**src/rtl/vga_plot_arbiter.sv**
```systemverilog
// vga_plot_arbiter: round-robin sharing of the vga_adapter pixel port among rectangle-fill clients
module vga_plot_arbiter #(
  parameter int NUM_REQ  = 3,
  parameter int SCREEN_W = 160,
  parameter int SCREEN_H = 120
) (
  input  logic                   clock,
  input  logic                   reset,
  input  logic                   enable,
  input  logic [NUM_REQ-1:0]     req,
  input  logic [8*NUM_REQ-1:0]   rect_x,
  input  logic [7*NUM_REQ-1:0]   rect_y,
  input  logic [8*NUM_REQ-1:0]   rect_w,
  input  logic [7*NUM_REQ-1:0]   rect_h,
  input  logic [3*NUM_REQ-1:0]   rect_col,
  output logic [NUM_REQ-1:0]     grant,
  output logic [NUM_REQ-1:0]     done,
  output logic                   busy,
  output logic [7:0]             x,
  output logic [6:0]             y,
  output logic [2:0]             colour,
  output logic                   plot
);
  localparam int IW = $clog2(NUM_REQ);
  localparam logic [1:0] IDLE = 2'd0, DRAW = 2'd1, DONE = 2'd2;
  logic [1:0]         st;
  logic [IW-1:0]      rr_ptr, win, sel;
  logic [7:0]         x0, w, cx;
  logic [6:0]         y0, h, cy;
  logic [2:0]         col;
  logic [NUM_REQ-1:0] avail;
  logic [7:0]         xs [NUM_REQ];
  logic [7:0]         ws [NUM_REQ];
  logic [6:0]         ys [NUM_REQ];
  logic [6:0]         hs [NUM_REQ];
  logic [2:0]         cs [NUM_REQ];
  logic [8:0]         sx;
  logic [7:0]         sy;
  logic               row_end, last;
  // a client whose done pulse is showing still holds req this cycle, so it is not re-granted
  assign avail   = req & ~done;
  assign busy    = st != IDLE;
  assign grant   = busy ? NUM_REQ'(1) << win : '0;
  assign sx      = {1'b0, x0} + {1'b0, cx};
  assign sy      = {1'b0, y0} + {1'b0, cy};
  assign row_end = cx == w - 8'd1;
  assign last    = row_end && cy == h - 7'd1;
  // split the packed client fields into per-client arrays
  always_comb
    for (int i = 0; i < NUM_REQ; i++) begin
      xs[i] = rect_x[8*i +: 8];
      ys[i] = rect_y[7*i +: 7];
      ws[i] = rect_w[8*i +: 8];
      hs[i] = rect_h[7*i +: 7];
      cs[i] = rect_col[3*i +: 3];
    end
  // first available requester at or after rr_ptr, wrapping at NUM_REQ
  always_comb begin
    sel = rr_ptr;
    for (int k = NUM_REQ - 1; k >= 0; k--)
      if (avail[IW'((int'(rr_ptr) + k) % NUM_REQ)]) sel = IW'((int'(rr_ptr) + k) % NUM_REQ);
  end
  // grant, scan one pixel per enabled cycle with clipping, then pulse done and advance the pointer
  always_ff @(posedge clock) begin
    if (reset) begin
      st     <= IDLE;
      rr_ptr <= '0;
      win    <= '0;
      x0     <= '0;
      y0     <= '0;
      w      <= '0;
      h      <= '0;
      col    <= '0;
      cx     <= '0;
      cy     <= '0;
      done   <= '0;
      plot   <= 1'b0;
      x      <= '0;
      y      <= '0;
      colour <= '0;
    end else begin
      done <= '0;
      plot <= 1'b0;
      if (st == IDLE && |avail) begin
        win <= sel;
        x0  <= xs[sel];
        y0  <= ys[sel];
        w   <= ws[sel];
        h   <= hs[sel];
        col <= cs[sel];
        cx  <= '0;
        cy  <= '0;
        st  <= (ws[sel] == 8'd0 || hs[sel] == 7'd0) ? DONE : DRAW;
      end
      if (st == DRAW && enable) begin
        x      <= sx[7:0];
        y      <= sy[6:0];
        colour <= col;
        plot   <= sx < 9'(SCREEN_W) && sy < 8'(SCREEN_H);
        cx     <= row_end ? 8'd0 : cx + 8'd1;
        cy     <= row_end ? cy + 7'd1 : cy;
        if (last) st <= DONE;
      end
      if (st == DONE) begin
        done   <= NUM_REQ'(1) << win;
        rr_ptr <= win == IW'(NUM_REQ - 1) ? '0 : win + 1'b1;
        st     <= IDLE;
      end
    end
  end
endmodule

```
**config.mk**
```make
export PLATFORM = sky130hd
export DESIGN_NAME = vga_plot_arbiter
export DESIGN_NICKNAME = d
export VERILOG_FILES = /design/src/rtl/vga_plot_arbiter.sv
export SDC_FILE = /design/constraint.sdc
export NUM_CORES = 1
export LEC_CHECK = 0
export ABC_AREA = 1
export CAP_MARGIN = 0
export CORE_MARGIN = 5
export CORE_UTILIZATION = 45
export CTS_BUF_LIST = sky130_fd_sc_hd__clkbuf_4 sky130_fd_sc_hd__clkbuf_8
export CTS_CLUSTER_SIZE = 40
export DETAILED_ROUTE_END_ITERATION = 8
export HOLD_SLACK_MARGIN = 0.1
export PLACE_DENSITY = 0.76
export SYNTH_ARGS = -nofsm -noshare
export SYNTH_HDL_FRONTEND = slang
export SYNTH_SLANG_ARGS = --single-unit
```
**constraint.sdc**
```tcl
create_clock -name clock -period 3.2 [get_ports clock]
set_clock_uncertainty 0.2 [all_clocks]
set_input_delay 0.48 -clock clock [delete_from_list [all_inputs] [get_ports clock]]
set_output_delay 0.48 -clock clock [all_outputs]
set_load 0.1 [all_outputs]
```
Word level (Yosys, flattened, before mapping) --
Cells that the tools add are included.
Cells by class: $add $sub $neg 9, div/mod/pow operators 3, $lt $le $gt $ge 6, equal/unequal tests 6, shift operators 1, multiplexer cells 39, bitwise gates (word level) 5, reductions and logical operators 15
Operator list (number):
- 32-bit by 3-bit remainder unit with 32-bit output, second input constant | 2
- 8-bit two-way mux | 7
- 7-bit two-way mux | 7
- 8-bit binary-select mux with 2-bit select | 2
- 3-bit by 3-bit remainder unit with 32-bit output, second input constant | 1
- 7-bit binary-select mux with 2-bit select | 2
- 2-bit two-way mux | 8
- 2-bit by 4-bit < comparator with 1-bit output, second input constant | 3
- 8-bit by 8-bit adder with 9-bit output | 1
- 9-bit by 8-bit < comparator with 1-bit output, second input constant | 1
- 3-bit two-way mux | 3
- 7-bit by 7-bit adder with 8-bit output | 1
- 8-bit by 1-bit adder with 8-bit output, second input constant | 1
- 8-bit equality test | 1
- 8-bit zero test | 1
- 8-bit by 7-bit < comparator with 1-bit output, second input constant | 1
- 8-bit by 1-bit subtractor with 8-bit output, second input constant | 1
- 7-bit by 1-bit adder with 7-bit output, second input constant | 1
- 7-bit equality test | 1
- 7-bit zero test | 1
- 7-bit by 1-bit subtractor with 7-bit output, second input constant | 1
- 1-bit binary-select mux with 2-bit select | 3
- 3-bit binary-select mux with 2-bit select | 1
- 1-bit two-way mux | 6
- other kinds (19) | 27
Storage, ports and cells: flip-flop bits (word level) 76, input port bits 105, output and inout port bits 26

Logic depth before layout (Yosys ltp) --
Gate-level depths: netlist (run 1).
depth in word-level cells 18, depth in mapped cells 22, depth with buffers taken out 22

Least setup slack after synthesis (run 1) --
Ideal clock, no wire load.
path type register -> output, from reg st[0], to out grant[2], data arrival time 2.461 ns, data required time 2.520 ns, path slack 0.059 ns, cell stages (with the launch flop) 3, path buffers 0, path through dfxtp_1 -> nor2_1 -> nor3_1
On the way: word-level cells in the longest chain between the ends 2
Ends and longest elaborated chain:
- from (decl) | RTL line 26 | logic [1:0] st;
- from (signal assigned) | RTL line 93 | st <= (ws[sel] == 8'd0 || hs[sel] == 7'd0) ? DONE : DRAW;
- 2-bit nonzero test | RTL line 42 | assign busy = st != IDLE;
- 3-bit two-way mux | RTL line 43 | assign grant = busy ? NUM_REQ'(1) << win : '0;
- to (decl) | RTL line 16 | output logic [NUM_REQ-1:0] grant,
Every way passes these cells.

Worst setup path in the final report (run 1) --
from reg rr_ptr[0], to reg y0[4]
On the way: word-level cells in the longest chain between the ends 12, elaborated cells on any way between the ends 21, those cells by class add/sub: 2; div: 3; mux: 15; bitwise: 1
Ends and longest elaborated chain:
- from (decl) | RTL line 27 | logic [IW-1:0] rr_ptr, win, sel;
- from (signal assigned) | RTL line 106 | rr_ptr <= win == IW'(NUM_REQ - 1) ? '0 : win + 1'b1;
- 2-bit by 2-bit adder with 3-bit output | RTL line 61 | if (avail[IW'((int'(rr_ptr) + k) % NUM_REQ)]) sel = IW'((int'(rr_ptr) + k) % NUM_REQ);
- 32-bit by 3-bit remainder unit with 32-bit output | RTL line 61
- 1-bit binary-select mux with 2-bit select | RTL line 61
- 1-bit two-way mux (not written as such) (2 in series) | RTL line 61
- 2-bit two-way mux (2 in series) | RTL line 61
- 2-bit two-way mux * | RTL line 61
- 2-bit NOT with 3-bit output (not written as such) * | RTL line 87 | y0 <= ys[sel];
- 7-bit binary-select mux with 2-bit select * | RTL line 87
- 7-bit two-way mux (not written as such) * (2 in series) | RTL line 87
- to (signal assigned) | RTL line 87
- to (decl) | RTL line 29 | logic [6:0] y0, h, cy;
Every way passes the cells marked *; elsewhere a longest branch is shown, timed or not. The select of a mux whose other input is x is not followed. A chain may end at the register's enable or synchronous reset.

==> results.yml, run 1 <==
logic_synthesis:
  synth_seq_cells: 76
  synthArstFlopShare_pct: 0
  ys.flop_type: "dfxtp_1"
  syn_nets: 819
  ys_seq_area_share_pct: 32.2
  syn-instance-count: 690
  ys_warn_count: 0
  synth_edf_count: 0
  avgSynthCellArea_um2: 6.86
  yosysUniqueCellTypes: 38
  syn_area_mm2: 0.00473
critical_path:
  crit_path_end_kind: "register"
  critPathKind: "register to register"
  cp.required_ns: 3.27
  arrival_ns: 2.91
  start_kind: "register"
  cp_max_fo: 17
clocking:
  insertion_delay_ns: 0.34
  cts_setup_buffers: 0
  cts_inserted_buffers: 9
  clkSlewWorstSetupHoldPaths_ns: 0.08
  htreeDepth: 3
  ctsResizeCount: 0
  cts.sinks: 76
  cts_tree: "yes"
  ctsHoldBuffers: 0
  max-clock-path-buffers: 2
  root_buffer: "clkbuf_8"
finish:
  layout-area-overhead-vs-synth_pct: 33.3
  fin_nets: 945
  final_area_mm2: 0.00631
  n_antenna_cell: 0
  layout-drive-gt1-share_pct: 10.4
timing:
  slew_violations: 0
  setup_viol: 0
  max_slew_margin_pct: 54.2
  fin_ws_ns: 0.359
  max_freq_mhz: 352
  tightest_slew_ns: 0.684
  fin_crit_sh_pct: 88.8
  fin_crit_ns: 2.84
  hold_viol: 0
  rsz0062_at_grt: "false"
  tns_ns: 0
  hold-worst-slack_ns: 0.288
global_routing:
  grt_pass1_vias: 4928
  grt_use_total_pct: 22.0
  grt_pass1_wl_um: 23300
  antenna_found_initial: 0
  overflow: 0
  grt_max_degree: 36
power:
  p_per_area_mw_per_mm2: 446
  vdd_drop_max_mv: 0.242
  leakage_nw: 2.73
placement:
  place.gp.congestion: 0.902
  numPortBuffers: 130
  place_ws_ns: 0.111
  place_area_mm2: 0.00611
  hpwl_um: 11100
floorplanning:
  die-area_mm2: 0.0127
  die-height_um: 113
  core-area_mm2: 0.0103
  fp.dieW_um: 113
  io_pins: 131
  initial_core_util_pct: 46.0
  rows: 37
routing:
  ant_nets: 0
  vias: 4976
  firstDrtPassIters: 5
  drc_errors: 0
  wl_per_cell_um: 14.8
  drtIter0Drc: 240
  vias_per_cell: 5.20
  routed_wl_um: 14100
run:
  cap_violations: 0
worst_hold_path:
  hp-class: "register to register"
status:
  status: "completed"
==> logic make-up (layout without fill, tap and decap cells) <==
kind of cell / Yosys count / in the layout / synth area share, %
AO/OA/AOI/OAI: 152 / 152 / 18.1
XOR/XNOR: 35 / 35 / 6.48
adder cells (fa/ha/maj): 24 / 24 / 6.66
buffers and inverters: 86 / 217 / 7.24
flip-flops: 76 / 76 / 32.2
AND/OR/NAND/NOR: 317 / 317 / 29.4
==> per-layer routing <==
layer / share of wire (%) / vias to the layer above / global-route usage [%]
met5: 0 / - / 0
met4: 1.6 / 0 / 6.41
met3: 8.1 / 16 / 4.47
met2: 46 / 181 / 36.6
met1: 45 / 2215 / 29.0
li1: - / 2564 / -
==> cells in the final DEF (no fill, tap or decap), types with 6 or more instances in the layout <==
cell type          n
nand2_1          146
clkdlybuf4s50_1  104
dfxtp_1           76
nor2_1            69
nand3_1           62
o21ai_0           53
inv_1             52
a21oi_1           51
buf_4             39
ha_1              22
xor2_1            18
xnor2_1           17
clkbuf_8          11
nor3_1            10
o22ai_1           10
a31oi_1           10
or2_2              9
o211ai_1           9
inv_2              6
==> Yosys cell counts (3+ instances only) <==
master      n  area [um^2]
ha_1       22          275
dfxtp_1    76         1520
nand2_1   146          548
or2_2       9         56.3
buf_2       9         45.0
a21oi_1    51          255
o211ai_1    9         67.6
inv_2       6         22.5
a31oi_1    10         62.6
nor3_1     10         50.1
nand2_2     3         18.8
nand3_1    62          310
nor2_1     69          259
nor4_1      3         18.8
o22ai_1    10         62.6
xor2_1     18          158
o21ai_0    53          265
a211oi_1    5         37.5
clkbuf_1   16         60.1
xnor2_1    17          149
nand4_1     4         25.0
o21ai_1     4         20.0
inv_1      52          195
nor3_2      4         40.0
o21bai_1    5         37.5
==> power breakdown <==
part | leakage [nW] | internal (W) | switching [W]
sequential | 0.623 | 0.00103 | 0.0000663
combinational | 2.02 | 0.000392 | 0.000639
clock | 0.0876 | 0.000324 | 0.000356
==> worst paths after layout <==
path                   from      to  slack (ns)  cells past startpoint
setup / recovery  rr_ptr[0]   y0[4]        0.36                     12
hold / removal       col[1]  col[1]        0.29                      2
setup reg to reg  rr_ptr[0]   y0[4]        0.36                     12
hold reg to reg      col[1]  col[1]        0.29                      2
==> flip-flops by register name (all words and copies together), names as in the netlist <==
signal and count:
y0 7, colour 3, cy 7, w 8, h 7, col 3
x0 8, st 2, cx 8, rr_ptr 2, done 3, y 7
x 8, plot 1, win 2
==> worst max-delay path, cell delays in order (launching register included) <==
cell	delay, ns
dfxtp_1	0.34
inv_1	0.09
ha_1	0.37
inv_2	0.08
nor2_1	0.08
a21oi_1	0.07
o21ai_1	0.16
nand2_1	0.11
a21oi_4	0.28
inv_2	0.21
nor2_2	0.47
a21oi_1	0.13
a21oi_1	0.18
==> cell type report <==
type / instances / area, um^2
fill: 925 / 3970
inverter: 58 / 218
multi-input combinational: 528 / 2880
clock buffer: 11 / 151
sequential: 76 / 1520
tap: 136 / 170
timing repair buffer: 143 / 1330
clock inverter: 5 / 36.3
==> metrics by stage <==
step | total power, W | util (%) | instances
CTS | 0.00282 | 61.3 | 957
finish | 0.00281 | 61.4 | 957
detailed placement | 0.00215 | 59.5 | 941
global route | 0.00297 | 61.4 | 957
floorplan | 0.00182 | - | 690
global placement | 0.00213 | 59.5 | 941
(Power assumes the default switching activity.)
==> inputs of run 2 (changes only) <==
SLEW_MARGIN = 40   (was unset)
==> results of run 2 <==
No change in the layout: final DEF, timing and power equal those of run 1.
==> inputs of run 3 (changes only) <==
CORE_UTILIZATION = 30   (was 45)
PLACE_DENSITY = unset   (was 0.76)
==> results.yml, run 3 (synthesized netlist as in run 1, its figures left out) <==
clocking:
  cts_setup_buffers: 0
  cts.sinks: 76
  max-clock-path-buffers: 2
  htreeDepth: 3
  insertion_delay_ns: 0.35
  cts_tree: "yes"
  ctsResizeCount: 0
  root_buffer: "clkbuf_8"
  ctsHoldBuffers: 0
  cts_inserted_buffers: 9
  clkSlewWorstSetupHoldPaths_ns: 0.07
timing:
  setup_viol: 0
  hold_viol: 0
  slew_violations: 0
  tns_ns: 0
  rsz0062_at_grt: "false"
  max_freq_mhz: 361
  fin_crit_sh_pct: 86.6
  max_slew_margin_pct: 58.4
  fin_crit_ns: 2.77
  tightest_slew_ns: 0.624
  hold-worst-slack_ns: 0.290
global_routing:
  grt_max_degree: 30
  overflow: 0
  grt_pass1_vias: 4800
  grt_use_total_pct: 16.1
  grt_pass1_wl_um: 24200
  antenna_found_initial: 0
routing:
  routed_wl_um: 14600
  ant_nets: 0
  vias: 4902
  drc_errors: 0
  firstDrtPassIters: 4
  wl_per_cell_um: 14.1
  drtIter0Drc: 197
  vias_per_cell: 4.72
power:
  p_per_area_mw_per_mm2: 458
  clkPwrFrac_pct: 27.8
  power_frac_comb_pct: 34.9
  net-switching-power_w: 0.00106
  p_sw_share_pct: 35.9
  leakage_nw: 2.76
  vdd_drop_max_mv: 0.193
  p_seq_share_pct: 37.3
  p_int_w: 0.00189
placement:
  place.gp.congestion: 0.847
  numPortBuffers: 130
  hpwl_um: 11400
  dp_cells: 1022
  place_area_mm2: 0.00622
floorplanning:
  io_pins: 131
  rows: 46
  die-area_mm2: 0.0184
  die-height_um: 136
  fp.dieW_um: 136
  core-area_mm2: 0.0157
  initial_core_util_pct: 30.2
critical_path:
  cpPeakStageDelay_ns: 0.45
  start_kind: "register"
  worst_path_max_delay_cell: "nor2_2"
  cp_max_fo: 17
  arrival_ns: 2.86
  crit_top_cell: "a21oi_1"
  critPathKind: "register to register"
  crit_path_end_kind: "register"
  cp.required_ns: 3.29
  crit_chain: "inv_1 > ha_1 > inv_2 > nor2_1 > a21oi_1 > o21ai_1 > nand2_1 > a21oi_4 > inv_2 > nor2_2 > a21oi_1 > a21oi_1"
finish:
  n_antenna_cell: 0
  layout-area-overhead-vs-synth_pct: 36.1
  layout-drive-gt1-share_pct: 10.5
  fin_cells: 1038
  finish.utilization_pct: 41.1
  mostFrequentLayoutCells: "146 x nand2_1, 104 x clkdlybuf4s50_1, 76 x dfxtp_1, 69 x nor2_1, 62 x nand3_1"
  fin_nets: 946
  final_area_mm2: 0.00644
  final_common_cell: "nand2_1"
worst_hold_path:
  hp-class: "register to register"
run:
  cap_violations: 0
status:
  status: "completed"
[run 3: changes by cell type in the layout (fill, tap and decap cells not counted), sizes merged]
cell,delta
clkinvlp,-3
bufinv,+2
buf,+1
clkinv,+1
[run 3: cell type report]
type                            instances  area [um^2]
Clock buffer                           11          145
Clock inverter                          5         75.1
Fill cell                            1698         9220
Inverter                               58          218
Multi-Input combinational cell        528         2870
Sequential cell                        76         1520
Tap cell                              216          270
Timing Repair Buffer                  144         1340
[run 3: layer usage]
metal  vias to the layer above  share of wire [%]  track usage [%]
met5                         -                  0                0
met4                         0               0.62             4.93
met3                         7                7.8             2.86
met2                       151                 45             25.7
met1                      2182                 47             22.3
li1                       2562                  -                -
[run 3: critical path, delay by kind of cell (launching register included)]
kind                       cells  cell delay [ns]
AOI/OAI and AO/OA              5             0.77
and+or+nand+nor                3             0.65
buffers and inverters          3             0.38
adders and majority gates      1             0.36
DFF                            1             0.34
[run 3: stage by stage]
| stage | setup WS, ns | power (W) |
|---|---|---|
| after floorplan | 0.0585 | 0.00182 |
| after global placement | 0.188 | 0.00215 |
| after detailed placement | 0.168 | 0.00216 |
| after CTS | 0.461 | 0.00298 |
| after global routing | 0.180 | 0.00313 |
| final | 0.430 | 0.00295 |
[run 3: path summary, 6_finish.rpt]
path                  start  slack (ns)         to  cells after the start
hold / removal    colour[0]        0.29  colour[0]                      2
setup / recovery  rr_ptr[0]        0.43      y0[5]                     12
setup reg to reg  rr_ptr[0]        0.43      y0[5]                     12
hold reg to reg   colour[0]        0.29  colour[0]                      2
[run 3: power by group through the flow]
| stage | logic [W] | registers (W) | clock network, W |
|---|---|---|---|
| final | 0.00103 | 0.00110 | 0.000819 |
| after global routing | 0.00114 | 0.00111 | 0.000880 |
| after CTS | 0.00104 | 0.00110 | 0.000841 |
| after detailed placement | 0.00103 | 0.00112 | 0 |
| after global placement | 0.00103 | 0.00112 | 0 |
| after floorplan | 0.000558 | 0.00126 | 0 |
